### src/rtl/pri_dec_3_8_hold_if.sv
// ----------------------------------------------------------------------------
// pri_dec_3_8_hold_if
// Bundles the code/valid/ready handshake coming from the upstream priority
// encoder together with the decoded grant outputs of pri_dec_3_8_hold.
//
// Parameters
//   N  number of one-hot grant lines
//   W  width of the encoded index
//
// Signals
//   code_in    encoded index from the priority encoder
//   idle_in    encoder saw no active request; code_in carries no meaning
//   in_valid   code_in/idle_in are valid this cycle
//   in_ready   decoder can accept a code this cycle
//   dec_out    registered one-hot grant
//   out_valid  high while dec_out holds a grant
//   busy       high while a grant or its trailing gap cycle is in progress
//   err        one-cycle pulse when an accepted code has no matching grant line
//
// Modports
//   master  upstream side: drives the code, observes ready and the grant
//   slave   decoder side
// ----------------------------------------------------------------------------
interface pri_dec_3_8_hold_if #(
    parameter int N = 8,
    parameter int W = (N > 1) ? $clog2(N) : 1
);
    logic [W-1:0] code_in;
    logic         idle_in;
    logic         in_valid;
    logic         in_ready;
    logic [N-1:0] dec_out;
    logic         out_valid;
    logic         busy;
    logic         err;

    modport master (
        output code_in,
        output idle_in,
        output in_valid,
        input  in_ready,
        input  dec_out,
        input  out_valid,
        input  busy,
        input  err
    );

    modport slave (
        input  code_in,
        input  idle_in,
        input  in_valid,
        output in_ready,
        output dec_out,
        output out_valid,
        output busy,
        output err
    );
endinterface

### src/rtl/pri_dec_3_8_hold.sv
// ----------------------------------------------------------------------------
// pri_dec_3_8_hold
// Registered W-to-N decoder with a hold timer, placed behind an N-to-W
// priority encoder. Each accepted code becomes a one-hot grant that is held
// for HOLD cycles, followed by one all-zero gap cycle (break-before-make)
// before the next code can be accepted. in_ready throttles the encoder while
// a grant or gap is in progress.
//
// Parameters
//   N     number of one-hot outputs (2..8)
//   W     code width, $clog2(N), at least 1
//   HOLD  grant duration in cycles (1..255)
//
// Ports
//   clk    rising-edge clock
//   rst_n  asynchronous active-low reset; drops any grant immediately
//   bus    slave side of pri_dec_3_8_hold_if (handshake + grant outputs)
// ----------------------------------------------------------------------------
module pri_dec_3_8_hold #(
    parameter int N    = 8,
    parameter int W    = (N > 1) ? $clog2(N) : 1,
    parameter int HOLD = 4
) (
    input  logic                  clk,
    input  logic                  rst_n,
    pri_dec_3_8_hold_if.slave     bus
);

    typedef enum logic [1:0] {
        ST_IDLE,
        ST_HOLD,
        ST_GAP
    } state_t;

    // The counter is loaded with HOLD-1 and counts down to zero, so the
    // grant stays up for exactly HOLD cycles and the counter never wraps.
    localparam logic [7:0] HOLD_LOAD = 8'(HOLD - 1);

    state_t       state_q;
    state_t       state_d;
    logic [7:0]   cnt_q;
    logic [7:0]   cnt_d;
    logic [N-1:0] dec_q;
    logic [N-1:0] dec_d;
    logic         valid_q;
    logic         valid_d;
    logic         err_q;
    logic         err_d;
    logic         ready;
    logic         accept;
    logic         in_range;

    // Ready depends only on the state and reset, never on in_valid, so the
    // upstream encoder sees no combinational loop through the handshake.
    assign ready  = (state_q == ST_IDLE) && rst_n;
    assign accept = bus.in_valid && ready;

    // When N fills the whole code space every code is legal; otherwise codes
    // at or above N have no grant line and raise err instead.
    generate
        if (N == (1 << W)) begin : g_full_range
            assign in_range = 1'b1;
        end else begin : g_partial_range
            localparam logic [W-1:0] N_CODE = W'(N);
            assign in_range = (bus.code_in < N_CODE);
        end
    endgenerate

    // State register and all registered outputs. Reset clears the grant
    // asynchronously, so a reset mid-grant skips the gap cycle entirely.
    always_ff @(posedge clk or negedge rst_n) begin
        if (!rst_n) begin
            state_q <= ST_IDLE;
            cnt_q   <= 8'd0;
            dec_q   <= '0;
            valid_q <= 1'b0;
            err_q   <= 1'b0;
        end else begin
            state_q <= state_d;
            cnt_q   <= cnt_d;
            dec_q   <= dec_d;
            valid_q <= valid_d;
            err_q   <= err_d;
        end
    end

    // Next-state logic. err defaults low so it can only ever pulse for the
    // single cycle after an out-of-range accept. code_in is only looked at
    // when a code is actually accepted, so X/Z while in_valid=0 is harmless.
    always_comb begin
        state_d = state_q;
        cnt_d   = cnt_q;
        dec_d   = dec_q;
        valid_d = valid_q;
        err_d   = 1'b0;
        case (state_q)
            ST_IDLE: begin
                if (accept && !bus.idle_in) begin
                    if (in_range) begin
                        dec_d   = N'(1) << bus.code_in;
                        valid_d = 1'b1;
                        cnt_d   = HOLD_LOAD;
                        state_d = ST_HOLD;
                    end else begin
                        err_d = 1'b1;
                    end
                end
            end
            ST_HOLD: begin
                if (cnt_q == 8'd0) begin
                    dec_d   = '0;
                    valid_d = 1'b0;
                    state_d = ST_GAP;
                end else begin
                    cnt_d = cnt_q - 8'd1;
                end
            end
            ST_GAP: begin
                state_d = ST_IDLE;
            end
            default: begin
                state_d = ST_IDLE;
                dec_d   = '0;
                valid_d = 1'b0;
                cnt_d   = 8'd0;
            end
        endcase
    end

    assign bus.in_ready  = ready;
    assign bus.dec_out   = dec_q;
    assign bus.out_valid = valid_q;
    assign bus.busy      = (state_q == ST_HOLD) || (state_q == ST_GAP);
    assign bus.err       = err_q;

endmodule

### src/flat_wrapper.sv
// flat-port wrapper written by rule: the top's interface ports become plain ports
module pri_dec_3_8_hold_flat 
#(
    parameter int N    = 8,
    parameter int W    = (N > 1) ? $clog2(N) : 1,
    parameter int HOLD = 4
)
  (clk, rst_n, bus_code_in, bus_idle_in, bus_in_valid, bus_in_ready, bus_dec_out, bus_out_valid, bus_busy, bus_err);
  pri_dec_3_8_hold_if #(.N(N), .W(W)) bus_i ();
  input  logic clk;
  input  logic rst_n;
  input wire logic [$bits(bus_i.code_in)-1:0] bus_code_in;
  input wire logic [$bits(bus_i.idle_in)-1:0] bus_idle_in;
  input wire logic [$bits(bus_i.in_valid)-1:0] bus_in_valid;
  output wire logic [$bits(bus_i.in_ready)-1:0] bus_in_ready;
  output wire logic [$bits(bus_i.dec_out)-1:0] bus_dec_out;
  output wire logic [$bits(bus_i.out_valid)-1:0] bus_out_valid;
  output wire logic [$bits(bus_i.busy)-1:0] bus_busy;
  output wire logic [$bits(bus_i.err)-1:0] bus_err;
  assign bus_i.code_in = bus_code_in;
  assign bus_i.idle_in = bus_idle_in;
  assign bus_i.in_valid = bus_in_valid;
  assign bus_in_ready = bus_i.in_ready;
  assign bus_dec_out = bus_i.dec_out;
  assign bus_out_valid = bus_i.out_valid;
  assign bus_busy = bus_i.busy;
  assign bus_err = bus_i.err;
  pri_dec_3_8_hold #(.N(N), .W(W), .HOLD(HOLD)) u_core (.clk(clk), .rst_n(rst_n), .bus(bus_i));
endmodule
### config.mk
export PLATFORM = sky130hd
export DESIGN_NAME = pri_dec_3_8_hold_flat
export DESIGN_NICKNAME = d
export VERILOG_FILES = /design/src/rtl/pri_dec_3_8_hold_if.sv /design/src/rtl/pri_dec_3_8_hold.sv /design/src/flat_wrapper.sv
export SDC_FILE = /design/constraint.sdc
export NUM_CORES = 1
export LEC_CHECK = 0
export CAP_MARGIN = 20
export CORE_MARGIN = 4
export CORE_UTILIZATION = 40
export CTS_CLUSTER_SIZE = 30
export DETAILED_ROUTE_END_ITERATION = 7
export MAX_ROUTING_LAYER = met4
export PLACE_DENSITY_LB_ADDON = 0.15
export SETUP_SLACK_MARGIN = 0.1
export SYNTH_ARGS = -nofsm -noshare
export SYNTH_HDL_FRONTEND = slang
export SYNTH_SLANG_ARGS = --single-unit
### constraint.sdc
create_clock -name clk -period 2.6 [get_ports clk]
set_input_delay 0.52 -clock clk [delete_from_list [all_inputs] [get_ports clk]]
set_output_delay 0.52 -clock clk [all_outputs]
set_load 0.05 [all_outputs]
==> metrics.txt, run 1 <==
largest net degree at the start of global routing 15; number of synthesized register bits 19; ant diodes 0; internal reg-to-reg setup slack 0.40 ns; CTS sink count 19; Distinct cells, synth 37; Min Clock Period, post-route 2.35 ns; Layout area overhead 23.7%; syn nets 120; Post-Syn Area 1080 sq um; Post-CTS Hold Buffers 0; CP cell instances inv_1 -> ha_1 -> clkdlybuf4s50_1; DRT Pass-1 Iters 4; RSZ-0062 raised after global routing no; Core ar. 2520 sq um; H-Tree Depth 1; Post-CTS Setup Bufs 0; detailed placer's ending HPWL 1960 um; EDFF count, synth 0; post-route clock period utilization 90.3%; cells after synthesis 108; Pleak 0.581 nW; FF-to-FF End u_core.cnt_q[7]; Setup crit start kind flop; Slew HR 66.4%; R2R cell count 4; CTS tree yes; routed vias/inst 5.85; Power Density 1310 nW/um^2; first-pass GRT wire length 4550 um; drc violations 0; initial antenna violation count 0; Initial Util 42.7%; # resized after CTS 0; DIE WIDTH 59.9 um; area of the die 3590 sq um; Fillers 253; Worst Skew 0.00469 ns; Arrival @ worst endpoint 1.83 ns; row count 18; CP max stage cell clkdlybuf4s50_1; syn avg cell area 9.97 sq um; CP endpoint kind primary output; FMAX 0.426 GHz; setup TNS 0 ns; worst slew pin tran 0.502 ns; die height 59.9 um; Final Non-Filler Cells 159; ys flop type dfrtp_1; Final setup viols 0; worst min path class flop to flop; sequential element share of the synthesized area 44.1%; peak supply drop 0.000940 V; Hold EP u_core.bus.out_valid; warnings from Yosys 0; vias in the first global route 959; r2r startpoint u_core.cnt_q[2]; final WL 2590 um; Slew Viols, Final 0; share of post-route cells with drive strength above 1 16.3%; Worst-Skew Late Latency 0.31 ns; Post-synth ARST share 100%; CTS buffer count 3; max_cap viols 0; Overflow after GRT 0; critical path class flop to primary output; hold depth 1; I/O pins 19; number of DRC markers in iteration 0 40; PortBufs 17; Placed Instances 155; outcome complete, no violations; fin nets 142; CP required 2.08 ns; DRT antenna net count 0; vias after detailed routing 930; Multi-input gate area 529 sq um; drt wl/cell 16.3 um; register area 475 sq um; root cell of the clock tree clkbuf_4; Worst path max stage delay 0.80 ns; Fin. Hold Viols 0; CP Max Fanout 3; Tot GR Track Use 17.1%; GPL Wtd Cong 0.914; Max Buffers Root-to-Sink 2; CTS clk-pin slew, worst paths 0.11 ns; hold path startpoint u_core.bus.out_valid
## Yosys cell counts, types with 3 or more instances
| library cell | n | area (sq um) |
|---|---|---|
| inv_1 | 8 | 30.0 |
| nand2_1 | 5 | 18.8 |
| nor2_1 | 4 | 15.0 |
| o21ai_0 | 15 | 75.1 |
| ha_1 | 5 | 62.6 |
| a21boi_0 | 4 | 30.0 |
| o41ai_1 | 7 | 61.3 |
| o31ai_1 | 4 | 30.0 |
| buf_4 | 3 | 22.5 |
| clkbuf_1 | 3 | 11.3 |
| dfrtp_1 | 19 | 475 |
## kinds of logic (layout without fill, tap and decap cells)
family | count (synthesis) | in the layout | synth area share [%]
AO/OA/AOI/OAI | 43 | 43 | 28.7
buffers and inverters | 15 | 36 | 6.74
flip-flops | 19 | 19 | 44.1
other | 1 | 1 | 0.348
adder cells (fa/ha/maj) | 5 | 5 | 5.81
AND/OR/NAND/NOR | 24 | 24 | 13.2
multiplexers | 1 | 1 | 1.05
## stage by stage
stage | cell area (sq um) | util, % | worst slack, ns | hold slack, ns | total power, mW
after floorplan | 1080 | - | 0.541 | 0.224 | 1.26
after global placement | 1310 | 51.7 | 0.427 | 0.502 | 1.59
after detailed placement | 1310 | 51.7 | 0.398 | 0.497 | 1.60
after CTS | 1330 | 52.8 | 0.231 | 0.524 | 1.76
after global routing | 1330 | 52.8 | 0.164 | 0.561 | 1.89
final | 1330 | 52.8 | 0.252 | 0.520 | 1.74
## critical path: cells and delay by family, from the launching register on
family	cells	cell delay, ns
flops	1	0.39
buf+inv	2	0.87
fa+ha+maj	1	0.27
## layout make-up
class | count | area share (%)
tap | 30 | 2.82
clock buffer | 3 | 1.69
multi-input combinational | 74 | 39.7
clock inverter | 1 | 0.376
timing repair buffer | 24 | 17.5
sequential | 19 | 35.7
inverter | 8 | 2.25
## sequential cells by signal, summed over array words and instances, names as in the netlist
signal                flops
u_core.state_q            2
u_core.cnt_q              8
u_core.bus.dec_out        8
u_core.bus.out_valid      1
## per-layer routing
metal  track usage, %  part of all wire, %  routed length, um
met5                -                    0                  0
met4             4.75                  1.5                 38
met1             23.5                   48               1250
met3             2.59                  4.1                106
met2             26.1                   46               1200
## worst max-delay path by stage
stage                     cells after the start  slack (ns)                     to         startpoint
after floorplan                               4        0.54        u_core.cnt_q[7]    u_core.cnt_q[2]
after global placement                        4        0.43        u_core.cnt_q[7]    u_core.cnt_q[2]
after detailed placement                      4        0.40  u_core.bus.dec_out[1]              rst_n
after CTS                                     3        0.23               bus_busy  u_core.state_q[1]
after global routing                          3        0.16               bus_busy  u_core.state_q[1]
final                                         3        0.25               bus_busy  u_core.state_q[1]
## where the power goes
part | leakage (nW) | total [mW] | internal (mW) | switching, mW
sequential | 0.252 | 0.467 | 0.396 | 0.0707
clock | 0.0177 | 0.155 | 0.0575 | 0.0979
combinational | 0.311 | 1.12 | 0.435 | 0.687
## placed cells by master (no fill, tap or decap), drive strengths merged, types with 3 or more instances in the layout
cell,netlist,routed
o21ai,15,15
a21boi,4,4
buf,3,8
nand2,5,5
clkbuf,3,3
inv,8,8
dfrtp,19,19
nor2,4,4
ha,5,5
o41ai,7,7
clkdlybuf4s50,0,16
or4,3,3
o31ai,4,4
Note: power is estimated with default switching activity, not from simulation.
==> run 2: changes to the inputs <==
--- a/config.mk
+++ b/config.mk
@@ -7,7 +7,7 @@
 export LEC_CHECK = 0
 export CAP_MARGIN = 20
 export CORE_MARGIN = 4
-export CORE_UTILIZATION = 40
+export CORE_UTILIZATION = 51
 export CTS_CLUSTER_SIZE = 30
 export DETAILED_ROUTE_END_ITERATION = 7
 export MAX_ROUTING_LAYER = met4
==> run 2 against run 1 <==
Net effect: sequential cell count stayed put; critical path depth stayed put; cell count is 1.3% lower; hold slack worse by 0.063 ns; non-clock buffer count is 1 higher; critical endpoint unchanged.
==> metrics.txt, run 2 (synthesized netlist as in run 1, its figures left out) <==
outcome complete, no violations; final WL 2410 um; I/O pins 19; Arrival @ worst endpoint 1.86 ns; share of post-route cells with drive strength above 1 16.9%; CTS buffer count 3; initial antenna violation count 0; Fillers 147; FF-to-FF End u_core.bus.dec_out[6]; peak supply drop 0.000914 V; CP endpoint kind primary output; max_cap viols 0; Core ar. 1980 sq um; DP Worst Slack 0.358 ns; Power Density 1300 nW/um^2; CTS tree yes; worst min path class input port to asynchronous set/reset pin; die height 54.0 um; Clk pwr share 8.7%; Tot GR Track Use 20.3%; Psw 0.852 mW; setup TNS 0 ns; Comb pwr share 63.7%; Min Clock Period, post-route 2.38 ns; Worst Skew 0.0104 ns; first-pass GRT wire length 4100 um; H-Tree Depth 1; routed vias/inst 5.96; CP Max Fanout 3; Post-CTS Hold Buffers 0; Slew Viols, Final 0; detailed placer's ending HPWL 1840 um; commonest cells after routing, fill and taps aside 19 x dfrtp_1, 16 x clkdlybuf4s50_1, 15 x o21ai_0; critical path class flop to primary output; DRT Pass-1 Iters 4; Setup crit start kind flop; fin nets 143; vias after detailed routing 935; Overflow after GRT 0; Layout area overhead 24.0%; drc violations 0; Worst-Skew Late Latency 0.30 ns; ant diodes 0; R2R cell count 6; root cell of the clock tree clkbuf_4; post-route clock period utilization 91.4%; row count 16; internal reg-to-reg setup slack 0.33 ns; RSZ-0062 raised after global routing no; CTS sink count 19; crit path launch u_core.state_q[1]; Max Buffers Root-to-Sink 2; Sw Share 48.9%; Pleak 0.586 nW; largest net degree at the start of global routing 13; Post-CTS Setup Bufs 0; sequential power share 27.6%; most common cell after layout, fill and taps aside dfrtp_1; CP required 2.08 ns; Slew HR 65.1%; WHS 0.457 ns; area of the die 2910 sq um; vias in the first global route 916; Final setup viols 0; Initial Util 54.4%; FMAX 0.421 GHz; worst slew pin tran 0.519 ns; r2r startpoint u_core.cnt_q[0]; PortBufs 17; DRT antenna net count 0; GPL Wtd Cong 0.841; Fin. Hold Viols 0; CTS clk-pin slew, worst paths 0.12 ns; setup slack after layout 0.223 ns; DIE WIDTH 54.0 um; number of DRC markers in iteration 0 12; internal power 0.889 mW; drt wl/cell 15.3 um; # resized after CTS 0
-- run 2: worst max-delay path, cell delays in order, from the launching register on --
cell and delay, ns:
dfrtp_1 0.41, inv_1 0.08, ha_1 0.27, clkdlybuf4s50_1 0.80
-- run 2: cell type report --
class	count	area (sq um)	area share, %
multi-input cells	74	529	39.6
flip-flops and latches	19	475	35.6
repair buffers	25	240	18.0
well taps	27	33.8	2.53
inverters	8	30.0	2.25
clock buffers	3	22.5	1.69
clock inverters	1	5.00	0.375
-- run 2: per-layer routing --
layer / GRT usage, % / routed length (um) / vias up
met3: 4.43 / 134 / 4
met4: 9.79 / 29 / 0
met1: 25.2 / 1060 / 451
met5: - / 0 / -
li1: - / - / 452
met2: 31.0 / 1180 / 28
-- run 2: metrics by stage --
stage / std cells / utilization (%) / total power, mW / instance area (sq um)
2_1_floorplan: 108 / - / 1.26 / 1080
3_3_place_gp: 153 / 66.0 / 1.56 / 1310
3_5_place_dp: 153 / 66.0 / 1.59 / 1310
4_1_cts: 157 / 67.4 / 1.74 / 1340
5_1_grt: 157 / 67.4 / 1.88 / 1340
6_report: 157 / 67.4 / 1.74 / 1340
-- run 2: worst max path at each step --
| stage | slack, ns | cells past startpoint | end |
|---|---|---|---|
| floorplan | 0.54 | 4 | u_core.cnt_q[7] |
| global placement | 0.42 | 4 | u_core.bus.dec_out[1] |
| detailed placement | 0.36 | 4 | u_core.bus.dec_out[6] |
| CTS | 0.22 | 3 | bus_busy |
| global route | 0.12 | 6 | u_core.bus.dec_out[6] |
| finish | 0.22 | 3 | bus_busy |
-- run 2: power groups by stage --
stage | sequential, mW | combinational (mW) | clock (mW)
5_1_grt | 0.497 | 1.21 | 0.167
4_1_cts | 0.480 | 1.11 | 0.155
2_1_floorplan | 0.651 | 0.605 | 0
3_3_place_gp | 0.480 | 1.08 | 0
3_5_place_dp | 0.486 | 1.10 | 0
6_report | 0.480 | 1.11 | 0.152
